**config.mk**
```make
export PLATFORM = sky130hd
export DESIGN_NAME = pc_unit_flat
export DESIGN_NICKNAME = d
export VERILOG_FILES = /design/src/rtl/pc_unit_if.sv /design/src/rtl/pc_unit.sv /design/src/flat_wrapper.sv
export SDC_FILE = /design/constraint.sdc
export NUM_CORES = 1
export LEC_CHECK = 0
export ABC_AREA = 1
export BUFFER_PORTS_ARGS = -buffer_cell sky130_fd_sc_hd__buf_2
export CAP_MARGIN = 20
export CORE_MARGIN = 4
export CORE_UTILIZATION = 53
export CTS_CLUSTER_SIZE = 24
export DETAILED_ROUTE_END_ITERATION = 16
export PLACE_DENSITY_LB_ADDON = 0.1
export SETUP_SLACK_MARGIN = 0.3
export SYNTH_ARGS = -nofsm -noshare
export SYNTH_HDL_FRONTEND = slang
export SYNTH_SLANG_ARGS = --single-unit
```
**constraint.sdc**
```tcl
create_clock -name i_clk -period 2.4 [get_ports i_clk]
set_input_delay 0.36 -clock i_clk [delete_from_list [all_inputs] [get_ports i_clk]]
set_output_delay 0.36 -clock i_clk [all_outputs]
set_load 0.05 [all_outputs]
```
**src/rtl/pc_unit_if.sv**
```systemverilog
// Purpose : bundles the fetch-stage control/target inputs and the PC/RAS status outputs of pc_unit.
// Latency : none (wires only).
// Backpressure: stall is the only hold; the master asserts it and pc_unit freezes its state.
// Ports   : stall, pc_src[1:0], call, branch_target, jump_target (master -> slave);
//           pc, next_pc, kill, ras_empty, ras_full, ras_overflow, ras_underflow (slave -> master).
interface pc_unit_if #(
  parameter int PC_WIDTH = 16
);
  logic                stall;
  logic [1:0]          pc_src;
  logic                call;
  logic [PC_WIDTH-1:0] branch_target;
  logic [PC_WIDTH-1:0] jump_target;
  logic [PC_WIDTH-1:0] pc;
  logic [PC_WIDTH-1:0] next_pc;
  logic                kill;
  logic                ras_empty;
  logic                ras_full;
  logic                ras_overflow;
  logic                ras_underflow;

  // master: pipeline control driving the PC stage
  modport master (
    output stall, pc_src, call, branch_target, jump_target,
    input  pc, next_pc, kill, ras_empty, ras_full, ras_overflow, ras_underflow
  );

  // slave: the PC stage itself
  modport slave (
    input  stall, pc_src, call, branch_target, jump_target,
    output pc, next_pc, kill, ras_empty, ras_full, ras_overflow, ras_underflow
  );
endinterface

```
**src/rtl/pc_unit.sv**
```systemverilog
// Purpose : program counter with 4-way next-PC select and a circular return-address stack.
// Latency : pc updates one edge after next_pc is presented; next_pc and kill are combinational.
// Backpressure: stall holds pc, RAS and sticky flags; next_pc is still computed.
// Ports   : i_clk, i_rst_n (async, active low); bus (pc_unit_if.slave) carries
//           stall/pc_src/call/branch_target/jump_target in and pc/next_pc/kill/RAS status out.
module pc_unit #(
  parameter int                  PC_WIDTH  = 16,
  parameter int                  RAS_DEPTH = 8,
  parameter logic [PC_WIDTH-1:0] RESET_PC  = '0
) (
  input  logic        i_clk,
  input  logic        i_rst_n,
  pc_unit_if.slave    bus
);

  localparam int PTR_W = (RAS_DEPTH > 1) ? $clog2(RAS_DEPTH) : 1;
  localparam int CNT_W = $clog2(RAS_DEPTH + 1);
  localparam logic [CNT_W-1:0] CNT_FULL = CNT_W'(RAS_DEPTH);

  localparam logic [1:0] SRC_SEQ    = 2'd0;
  localparam logic [1:0] SRC_BRANCH = 2'd1;
  localparam logic [1:0] SRC_JUMP   = 2'd2;
  localparam logic [1:0] SRC_RET    = 2'd3;

  logic [PC_WIDTH-1:0] r_pc;
  logic [PC_WIDTH-1:0] r_ras [RAS_DEPTH];
  logic [PTR_W-1:0]    r_top;
  logic [CNT_W-1:0]    r_cnt;
  logic                r_ovf;
  logic                r_unf;

  logic [PC_WIDTH-1:0] w_pc_inc;
  logic [PC_WIDTH-1:0] w_ras_top;
  logic [PC_WIDTH-1:0] w_next_pc;
  logic [PTR_W-1:0]    w_top_inc;
  logic                w_empty;
  logic                w_full;
  logic                w_push;
  logic                w_pop;

  // Increment wraps naturally at the register width.
  assign w_pc_inc  = r_pc + PC_WIDTH'(1);
  assign w_ras_top = r_ras[r_top];
  // Depth is a power of two, so the pointer wraps by plain overflow.
  assign w_top_inc = r_top + PTR_W'(1);
  assign w_empty   = (r_cnt == '0);
  assign w_full    = (r_cnt == CNT_FULL);

  assign w_push = !bus.stall && (bus.pc_src == SRC_JUMP) && bus.call;
  assign w_pop  = !bus.stall && (bus.pc_src == SRC_RET);

  always_comb begin
    w_next_pc = w_pc_inc;
    case (bus.pc_src)
      SRC_SEQ:    w_next_pc = w_pc_inc;
      SRC_BRANCH: w_next_pc = bus.branch_target;
      SRC_JUMP:   w_next_pc = bus.jump_target;
      SRC_RET:    w_next_pc = w_empty ? w_pc_inc : w_ras_top;
      default:    w_next_pc = w_pc_inc;
    endcase
  end

  always_ff @(posedge i_clk or negedge i_rst_n) begin
    if (!i_rst_n) begin
      r_pc  <= RESET_PC;
      r_top <= '0;
      r_cnt <= '0;
      r_ovf <= 1'b0;
      r_unf <= 1'b0;
    end else if (!bus.stall) begin
      r_pc <= w_next_pc;
      if (w_push) begin
        r_top <= w_top_inc;
        // When full, top+1 is the oldest slot: it gets overwritten and count saturates.
        if (w_full) begin
          r_ovf <= 1'b1;
        end else begin
          r_cnt <= r_cnt + CNT_W'(1);
        end
      end else if (w_pop) begin
        if (w_empty) begin
          r_unf <= 1'b1;
        end else begin
          r_top <= r_top - PTR_W'(1);
          r_cnt <= r_cnt - CNT_W'(1);
        end
      end
    end
  end

  // Entry storage has no reset: contents are only read while count is non-zero.
  always_ff @(posedge i_clk) begin
    if (w_push) begin
      r_ras[w_top_inc] <= w_pc_inc;
    end
  end

  assign bus.pc            = r_pc;
  assign bus.next_pc       = w_next_pc;
  assign bus.kill          = !bus.stall && (bus.pc_src != SRC_SEQ);
  assign bus.ras_empty     = w_empty;
  assign bus.ras_full      = w_full;
  assign bus.ras_overflow  = r_ovf;
  assign bus.ras_underflow = r_unf;

endmodule

```
**src/flat_wrapper.sv**
```systemverilog
// flat-port wrapper written by rule: the top's interface ports become plain ports
module pc_unit_flat 
#(
  parameter int                  PC_WIDTH  = 16,
  parameter int                  RAS_DEPTH = 8,
  parameter logic [PC_WIDTH-1:0] RESET_PC  = '0
)
  (i_clk, i_rst_n, bus_stall, bus_pc_src, bus_call, bus_branch_target, bus_jump_target, bus_pc, bus_next_pc, bus_kill, bus_ras_empty, bus_ras_full, bus_ras_overflow, bus_ras_underflow);
  pc_unit_if #(.PC_WIDTH(PC_WIDTH)) bus_i ();
  input  logic i_clk;
  input  logic i_rst_n;
  input wire logic [$bits(bus_i.stall)-1:0] bus_stall;
  input wire logic [$bits(bus_i.pc_src)-1:0] bus_pc_src;
  input wire logic [$bits(bus_i.call)-1:0] bus_call;
  input wire logic [$bits(bus_i.branch_target)-1:0] bus_branch_target;
  input wire logic [$bits(bus_i.jump_target)-1:0] bus_jump_target;
  output wire logic [$bits(bus_i.pc)-1:0] bus_pc;
  output wire logic [$bits(bus_i.next_pc)-1:0] bus_next_pc;
  output wire logic [$bits(bus_i.kill)-1:0] bus_kill;
  output wire logic [$bits(bus_i.ras_empty)-1:0] bus_ras_empty;
  output wire logic [$bits(bus_i.ras_full)-1:0] bus_ras_full;
  output wire logic [$bits(bus_i.ras_overflow)-1:0] bus_ras_overflow;
  output wire logic [$bits(bus_i.ras_underflow)-1:0] bus_ras_underflow;
  assign bus_i.stall = bus_stall;
  assign bus_i.pc_src = bus_pc_src;
  assign bus_i.call = bus_call;
  assign bus_i.branch_target = bus_branch_target;
  assign bus_i.jump_target = bus_jump_target;
  assign bus_pc = bus_i.pc;
  assign bus_next_pc = bus_i.next_pc;
  assign bus_kill = bus_i.kill;
  assign bus_ras_empty = bus_i.ras_empty;
  assign bus_ras_full = bus_i.ras_full;
  assign bus_ras_overflow = bus_i.ras_overflow;
  assign bus_ras_underflow = bus_i.ras_underflow;
  pc_unit #(.PC_WIDTH(PC_WIDTH), .RAS_DEPTH(RAS_DEPTH), .RESET_PC(RESET_PC)) u_core (.i_clk(i_clk), .i_rst_n(i_rst_n), .bus(bus_i));
endmodule
```
After elaboration in Yosys (flattened, before gate mapping)
Memory sizes are Yosys's and may differ from the RTL's.
Index checks and enable logic that the tools add are counted.
- bits in registers: 25
- memory bits (writable): 128
- bits of input ports: 38
- output and inout bits: 37
- word-level logic and storage cells: 43
- memories kept: 1
- memories (memory ; depth ; bits a word ; rd ports ; clocked after memory_dff ; wr ports ; line ; source):
    u_core.r_ras ; 8 ; 16 ; 1 ; 0 ; 1 ; pc_unit.sv:26 ; logic [PC_WIDTH-1:0] r_ras [RAS_DEPTH];
- $add $sub $neg: 5
- equal/unequal tests: 6
- muxes and demuxes: 11
- bitwise gates (word level): 2
- reduce and logical (&&, ||, !) cells: 13
- operators by type and width (cell ; number):
    16-bit one-hot mux with 4 select lines ; 1
    16-bit by 1-bit adder with 16-bit output, second input constant ; 1
    16-bit 2-to-1 mux ; 1
    4-bit 2-to-1 mux ; 4
    3-bit 2-to-1 mux ; 3
    4-bit AND reduction ; 2
    3-bit AND reduction ; 2
    4-bit by 1-bit adder with 4-bit output, second input constant ; 1
    2-bit equality test, second input constant ; 2
    4-bit equality test, second input constant ; 1
    1-bit logical AND ; 4
    4-bit zero test ; 1
    2-bit inequality test, second input constant ; 2
    2-bit nonzero test ; 2
    4-bit by 1-bit subtractor with 4-bit output, second input constant ; 1
    3-bit by 1-bit adder with 3-bit output, second input constant ; 1
    3-bit by 1-bit subtractor with 3-bit output, second input constant ; 1
    2-bit by 1-bit equality test with 1-bit output, second input constant ; 1
    2-bit zero test ; 1
    1-bit 2-to-1 mux ; 2
    1-bit inverter ; 2
    1-bit zero test ; 1

Depth between registers and ports, before layout
Gate-level depths: netlist (run 1).
- depth after elaboration: 5
- depth in mapped cells: 13
- mapped depth without buffers: 11

Worst setup path before layout (run 1)
OpenSTA, ideal clock, no wires.
- kind: flip-flop to output port
- start: register u_core.r_pc[0], in the netlist u_core.bus.pc[0]
- end: output port bus_next_pc[4]
- arrival time: 2704 ps
- data required time: 2040 ps
- path slack: -664 ps
- cell stages (with the launch flop): 8
- buffers on the path: 0
- path through: dfrtp_1 -> ha_1 -> nand3_2 -> nand2_1 -> o21ai_0 -> a21oi_1 -> nand2_1 -> a21boi_0
- cells in the longest elaborated chain, start to end: 3
- RTL lines (item ; line ; source):
    from (decl) ; pc_unit.sv:25 ; logic [PC_WIDTH-1:0] r_pc;
    from (signal assigned) ; pc_unit.sv:71 ; r_pc <= w_next_pc;
    16-bit by 1-bit adder with 16-bit output * ; pc_unit.sv:42 ; assign w_pc_inc = r_pc + PC_WIDTH'(1);
    16-bit 2-to-1 mux ; pc_unit.sv:58 ; SRC_RET: w_next_pc = w_empty ? w_pc_inc : w_ras_top;
    16-bit one-hot mux with 4 select lines * ; pc_unit.sv:54 ; case (bus.pc_src)
    to (decl) ; flat_wrapper.sv:18 ; output wire logic [$bits(bus_i.next_pc)-1:0] bus_next_pc;
Every way passes the cells marked *; elsewhere a longest branch is shown, timed or not.

Final worst setup path (run 1)
- start: register u_core.r_top[0]
- end: output port bus_next_pc[7]
- cells in the longest elaborated chain, start to end: 3
- RTL lines (item ; line ; source):
    from (decl) ; pc_unit.sv:27 ; logic [PTR_W-1:0] r_top;
    from (signal assigned) ; pc_unit.sv:73 ; r_top <= w_top_inc;
    from (signal assigned) ; pc_unit.sv:84 ; r_top <= r_top - PTR_W'(1);
    memory 8 x 16 bit ; - ;
    16-bit 2-to-1 mux ; pc_unit.sv:58 ;
    16-bit one-hot mux with 4 select lines ; pc_unit.sv:54 ;
No other way between the ends.

==> results of run 1 <==
-- cell families after synthesis --
group                      after synthesis  share of synthesized area [%]
AOI/OAI and AO/OA                       42                           3.89
and+or+nand+nor                        463                           27.2
xor gates and xnor gates                11                           1.40
buffers and inverters                   89                           5.72
DFF                                    153                           60.4
muxes                                    1                          0.203
adders and majority gates                6                           1.12
-- where the power goes --
part / total [W] / internal (W) / switching [W] / leakage, nW
sequential: 0.00342 / 0.00325 / 0.000171 / 1.45
clock: 0.00256 / 0.00148 / 0.00108 / 0.269
combinational: 0.00679 / 0.00271 / 0.00408 / 2.72
-- worst reg2reg max path: cells and delay by family, from the launching register on --
family / cells / cell delay (ps)
buffers and inverters: 10 / 1220
AND/OR/NAND/NOR: 8 / 570
flip-flops: 1 / 410
-- registers in the layout (all words and copies together) (netlist names) --
| name | count |
|---|---|
| u_core.bus.ras_overflow | 1 |
| u_core.r_ras | 128 |
| u_core.bus.pc | 16 |
| u_core.bus.ras_underflow | 1 |
| u_core.r_top | 3 |
| u_core.r_cnt | 4 |
-- per-stage QoR --
step                setup TNS (ps)  cell area [um2]  setup slack (ps)  util [%]
floorplan                        0             7540              81.0         -
finish                        -878            10500             -91.1      78.2
global placement                 0             8320               231      61.8
detailed placement               0             8320               194      61.8
CTS                           -384             9710             -59.3      72.2
global route                 -1910            10500              -156      78.2
-- area by class of cell --
cell class	instances	area share [%]
repair buffers	171	17.2
flip-flops and latches	153	42.6
clock buffers	21	4.38
repair inverters	1	0.0595
inverters	55	2.21
well taps	176	2.09
clock inverters	11	0.940
multi-input cells	523	30.5
-- path summary, 6_finish.rpt --
check | end | cells past startpoint
max | bus_next_pc[7] | 11
min | u_core.bus.pc[10] | 5
max reg2reg | u_core.bus.pc[4] | 18
min reg2reg | u_core.bus.ras_underflow | 1
max in group asynchronous | u_core.r_top[0] | 2
min in group asynchronous | u_core.bus.pc[6] | 2
-- layer usage --
layer	up-vias	routed length [um]	share of wire (%)	track usage [%]
met4	0	880	3.5	10.4
met5	-	0	0	0
met2	406	12600	50	48.4
met1	3170	9220	37	36.7
li1	2921	-	-	-
met3	73	2230	9.0	6.48
-- cells in the final DEF, fill, tap and decap left out, types with 7 or more instances in the layout --
master	count
inv_2	10
nor2_1	15
nand2_4	10
clkbuf_16	26
buf_2	58
buf_8	9
a21boi_4	7
nor2_4	13
inv_1	39
nand3_4	12
a221oi_1	10
buf_16	7
buf_12	16
nand3_2	39
dfrtp_1	13
nand2_2	39
edfxtp_1	128
buf_6	27
dfrtp_2	12
nand3_1	89
buf_4	44
nand2_1	229
-- repair_timing --
item                                   4_1_cts  5_1_grt
endpoints found under the hold margin       25        0
pin swaps                                   15       57
setup buffers                               28       11
setup endpoints to repair                   75      146
cloned                                       9       11
hold buffers                                 1        0
gates resized for setup                    119      113
==> metrics.md, run 1 <==
| Metric | Value |
|---|---|
| Status | `complete, but fails checks` |
| Failing checks | `negative setup slack` |
| Chip width | `126 um` |
| Pre-antenna DRT Iters | `5` |
| Vias in the first global route | `around 6000` |
| # diodes | `0` |
| 1st-iter DRT viols | `around 540` |
| Worst Path Buf+Inv | `4` |
| CTS Sinks | `153` |
| Largest net degree at the start of global routing | `27` |
| Cell variety after synth | `38` |
| Hold slack | `approximately 330 ps` |
| Max-Cap Viols | `0` |
| CTS clock-pin slew for the worst setup and hold paths | `60 ps` |
| Highest Clock Rate | `401 MHz` |
| Final Non-Filler Cells | `between 1000 and 1500` |
| H-tree levels | `4` |
| Initial Util | `between 50 and 60%` |
| Ys async rst share | `between 10% and 20%` |
| Layout cells sized above 1 | `39.3%` |
| Number of I/O pins | `75` |
| CP Capture Type | `output pin` |
| Critical path's slowest cell | `dfrtp_2` |
| Peak supply drop | `0.000745 V` |
| Seq/Total Area, Yosys | `approximately three fifths` |
| Clock Path Buffers | `2` |
| Syn Inst Count | `765` |
| Synth cell count leaders | `nand2_1 (271), nand3_1 (137), edfxtp_1 (128)` |
| Worst Path Required | `2040 ps` |
| Area contributors post-synth | `edfxtp_1 (52%), nand2_1 (14%), nand3_1 (9.3%), dfrtp_1 (8.5%), inv_1 (2.3%)` |
| Total power draw | `0.0128 W` |
| FP Rows | `42` |
| CP peak stage delay | `410 ps` |
| Placed cells | `1019` |
| Vias | `6570` |
| Clock Latency Late Sink | `430 ps` |
| HPWL after detailed placement | `13900 um` |
| Buffers on Ports | `74` |
| DRC Markers | `0` |
| Worst-path maximum fanout | `6` |
| WS Path Type | `reg -> out` |
| Fin. Hold Viols | `0` |
| Slew Limit Fails | `0` |
| Final min period | `2490 ps` |
| Startpoint class of the critical path | `register` |
| Worst reg-to-reg setup slack | `120 ps` |
| Initial antenna violation count | `0` |
| DIE HEIGHT | `126 um` |
| Pleak | `around 4.4 nW` |
| Worst r2r src | `u_core.r_top[0]` |
| Slew headroom | `56.3%` |
| Yosys top cell by area | `edfxtp_1` |
| CTS tree | `yes` |
| Total power per unit cell area | `roughly 1200 nW/um2` |
| Die ar. | `15900 um2` |
| Number of CTS-inserted buffers | `17` |
| Via density per instance | `between 5 and 6` |
| Fillers | `approximately 820` |
| Antenna violation net count after detailed routing | `0` |
| Critical-path cell list | `buf_12 -> buf_12 -> buf_16 -> nand2_4 -> nand3_2 -> nand2_2 -> nand2_2 -> nand3_4 -> nand3_4 -> a21boi_4 -> buf_6` |
| Synthesized Nets | `between 800 and 900` |
| Synthesis-to-finish area growth | `42.2%` |
| # setup viols final | `15` |
| Core ar. | `13500 um2` |
| Crit path arrival time | `2130 ps` |
| Hold Crit Class | `in -> reg` |
| #FFs+latches synth | `between 150 and 200` |
| Measured slew at the worst slew-check pin | `656 ps` |
| RSZ-0062 raised after global routing | `yes` |
| Post-synth top area share | `52.0%` |
| CP top delay family | `buffers and inverters` |
| Fin nets | `966` |
| Register area | `4480 um2` |
| Crit path launch | `u_core.r_top[0]` |
| Synth warn | `0` |
| GRT Residual Overflow | `0` |
| DR WL/cell | `22.4 um` |
| First-pass GRT wire length | `34600 um` |
| EDFF count, synth | `around 130` |
| Area taken by multi-input logic gates | `3210 um2` |
| GRT Overall Usage | `28.8%` |
| Count leader, synth | `nand2_1` |
| Syn Std Cell Area | `7390 um2` |
| Primary FF master, synth | `edfxtp_1` |
| Tcrit/Tclk final | `104%` |
| Clock Skew | `10.6 ps` |
| Final Worst Setup Slack | `-91.1 ps` |
| Final wirelength | `24900 um` |
| Clk Tree Root Cell | `clkbuf_16` |
| Hold path startpoint | `bus_branch_target[10]` |
| Routability congestion estimate | `between 0.9 and 1` |
| Mapped Avg Cell Area | `9.67 um2` |
(Power assumes the default switching activity.)
==> run 2, diff against run 1 <==
--- a/config.mk
+++ b/config.mk
@@ -13,6 +13,7 @@
 export CTS_CLUSTER_SIZE = 24
 export DETAILED_ROUTE_END_ITERATION = 16
 export PLACE_DENSITY_LB_ADDON = 0.1
+export RECOVER_POWER = 25
 export SETUP_SLACK_MARGIN = 0.3
 export SYNTH_ARGS = -nofsm -noshare
 export SYNTH_HDL_FRONTEND = slang
==> metrics.md, run 2 (synthesis results as in run 1) <==
| Metric | Value |
|---|---|
| Top Usage Layer GRT | `met2` |
| Total power per unit cell area | `1210 nW/um2 (about the same)` |
| DR WL/cell | `22.5 um (+0.27%)` |
| CTS clock-pin slew for the worst setup and hold paths | `60 ps (about the same)` |
| Layout cells sized above 1 | `38.1% (-1.2 points)` |
| Fin area | `10500 um2 (-0.19%)` |
| Chip width | `126 um (unchanged)` |
| Failing checks | `max-capacitance violations, max-slew violations, negative setup slack` |
| Final min period | `2500 ps (+9.01 ps)` |
| Fin nets | `966 (unchanged)` |
| Total power draw | `0.0128 W (-0.12%)` |
| Hold path startpoint | `bus_branch_target[10]` |
| Max-Cap Viols | `1 (+1)` |
| Status | `complete, but fails checks` |
| H-tree levels | `4 (unchanged)` |
| CP peak stage delay | `410 ps (about the same)` |
| Placed inst area | `8320 um2 (unchanged)` |
| Number of I/O pins | `75 (unchanged)` |
| Largest net degree at the start of global routing | `27 (unchanged)` |
| First-pass GRT wire length | `34600 um (unchanged)` |
| Grt met3 use | `6.48% (unchanged)` |
| Buffers on Ports | `74 (unchanged)` |
| R2r endpoint | `u_core.bus.pc[4]` |
| Via density per instance | `5.91 (about the same)` |
| Fin. Hold Viols | `0 (unchanged)` |
| # diodes | `0 (unchanged)` |
| Clk Tree Root Cell | `clkbuf_16` |
| RSZ-0062 raised after global routing | `yes` |
| Clock Latency Late Sink | `430 ps (about the same)` |
| Tcrit/Tclk final | `104% (+0.38 points)` |
| GRT Residual Overflow | `0 (unchanged)` |
| Hold Path Stages | `5 (unchanged)` |
| Reg with most FFs | `u_core.r_ras` |
| Final Worst Setup Slack | `-100 ps (-9.01 ps)` |
| FP Rows | `42 (unchanged)` |
| Slew headroom | `-4.33% (-61 points)` |
| Antenna violation net count after detailed routing | `0 (unchanged)` |
| Core ar. | `13500 um2 (unchanged)` |
| Routability congestion estimate | `0.926 (unchanged)` |
| Critical-path cell list | `buf_12 -> buf_6 -> clkbuf_16 -> nand2_1 -> nand3_1 -> nand3_1 -> nand2_2 -> nand2_1 -> nand3_1 -> nand2_1 -> nand2_2 -> buf_8` |
| CP Capture Type | `output pin` |
| Vias in the first global route | `6149 (unchanged)` |
| # setup viols final | `15 (unchanged)` |
| Clock Skew | `10.8 ps (+0.217 ps)` |
| Worst Path Required | `2040 ps (about the same)` |
| CTS tree | `yes` |
| Worst reg-to-reg setup slack | `120 ps (about the same)` |
| Most common cell after layout, fill and taps aside | `nand2_1` |
| HPWL after detailed placement | `13900 um (unchanged)` |
| Highest Clock Rate | `400 MHz (-0.36%)` |
| Final wirelength | `25000 um (+0.27%)` |
| WS Path Type | `reg -> out` |
| Pleak | `4.41 nW (-0.67%)` |
| Crit path arrival time | `2140 ps (about the same)` |
| Initial Util | `55.0% (unchanged)` |
| Number of CTS-inserted buffers | `17 (unchanged)` |
| Clock Path Buffers | `2 (unchanged)` |
| Worst Path Buf+Inv | `4 (unchanged)` |
| Placed cells | `1019 (unchanged)` |
| CTS Sinks | `153 (unchanged)` |
| R2R depth | `18 (unchanged)` |
| Die ar. | `15900 um2 (unchanged)` |
| DRC Markers | `0 (unchanged)` |
| Critical path's slowest cell | `dfrtp_2` |
| Synthesis-to-finish area growth | `41.9%` |
| Peak supply drop | `0.000745 V (about the same)` |
| Slew Limit Fails | `26 (+26)` |
| M2 GR Usage | `48.4% (unchanged)` |
| Max FFs per register | `128 (unchanged)` |
| Worst-path maximum fanout | `6 (unchanged)` |
| Worst hold endpoint | `u_core.bus.pc[10]` |
| CP top delay family | `simple AND/OR/NAND/NOR gates` |
| Most frequent cells in the layout | `nand2_1 (229), edfxtp_1 (128), nand3_1 (89)` |
| DIE HEIGHT | `126 um (unchanged)` |
| Met1 Track Usage GR | `36.7% (unchanged)` |
| 1st-iter DRT viols | `566 (+5.6%)` |
| Final Non-Filler Cells | `1111 (unchanged)` |
| Startpoint class of the critical path | `register` |
| Hold Crit Class | `in -> reg` |
| Vias | `6568 (-0.030%)` |
| Pre-antenna DRT Iters | `5 (unchanged)` |
| Worst r2r src | `u_core.r_top[0]` |
| GRT Overall Usage | `28.8% (unchanged)` |
| Measured slew at the worst slew-check pin | `1560 ps (+909 ps)` |
| Initial antenna violation count | `0 (unchanged)` |
| Fillers | `830 (+0.73%)` |
-- run 2: changes by cell type in the layout (fill, tap and decap cells not counted) --
cell and delta:
buf_2 -7, buf_4 -3, clkbuf_1 +10, inv_1 +1, inv_2 -1, o21ai_0 +1
o21ai_1 -1
-- run 2: how the worst max path moves through the flow --
stage	from	to	slack, ps	cells after the start
floorplan	u_core.r_top[1]	u_core.r_ras[1][0]	80	7
global placement	u_core.bus.pc[0]	bus_next_pc[6]	230	10
detailed placement	u_core.bus.pc[0]	bus_next_pc[6]	190	10
CTS	u_core.r_top[0]	bus_next_pc[12]	-60	10
global route	u_core.r_top[0]	bus_next_pc[15]	-160	12
finish	u_core.r_top[0]	bus_next_pc[2]	-100	12
-- run 2: layout make-up --
type | count | area, um2 | share of cell area, %
Inverter | 55 | 233 | 2.22
Tap cell | 176 | 220 | 2.10
Timing Repair Buffer | 171 | 1790 | 17.0
Clock buffer | 21 | 460 | 4.39
Sequential cell | 153 | 4480 | 42.7
Multi-Input combinational cell | 523 | 3210 | 30.5
Timing Repair inverter | 1 | 6.26 | 0.0596
Clock inverter | 11 | 98.8 | 0.942
-- run 2: power by group --
| group | switching, W | leakage (nW) | internal, W | total, W |
|---|---|---|---|---|
| registers | 0.000174 | 1.45 | 0.00325 | 0.00342 |
| clock network | 0.00108 | 0.269 | 0.00148 | 0.00256 |
| logic | 0.00408 | 2.70 | 0.00269 | 0.00677 |
| total | 0.00534 | 4.41 | 0.00742 | 0.0128 |
-- run 2: stage by stage --
stage	utilization (%)	worst slack, ps	TNS [ps]	hold slack [ps]
after floorplan	-	81.0	0	64.4
after global placement	61.8	231	0	400
after detailed placement	61.8	194	0	411
after CTS	72.2	-59.3	-384	318
after global routing	78.0	-156	-1920	358
final	78.0	-100	-950	325
-- run 2: repair_timing --
item / CTS / global route
setup buffers: 28 / 11
gates cloned: 9 / 11
hold buffers: 1 / 0
endpoints found under the setup margin: 75 / 146
resized for setup: 119 / 113
hold endpoints to repair: 25 / 0
pin swaps: 15 / 57
-- run 2: worst register-to-register path, cell delays in order, from the launching register on --
cell	delay, ps
dfrtp_2	410
buf_12	150
clkinv_8	80
buf_16	130
clkbuf_16	140
nand2_1	40
nand3_1	90
nand3_1	110
nand3_2	110
nand2_2	60
buf_4	130
buf_4	120
buf_4	120
buf_4	120
buf_4	120
buf_4	120
nand2_1	40
nand3_1	60
nand2_1	60
-- run 2: routing by layer --
metal  routed length (um)  vias to the layer above
li1                     -                     2922
met1                 9320                     3186
met2                12600                      385
met3                 2150                       75
met4                  885                        0
met5                    0                        -
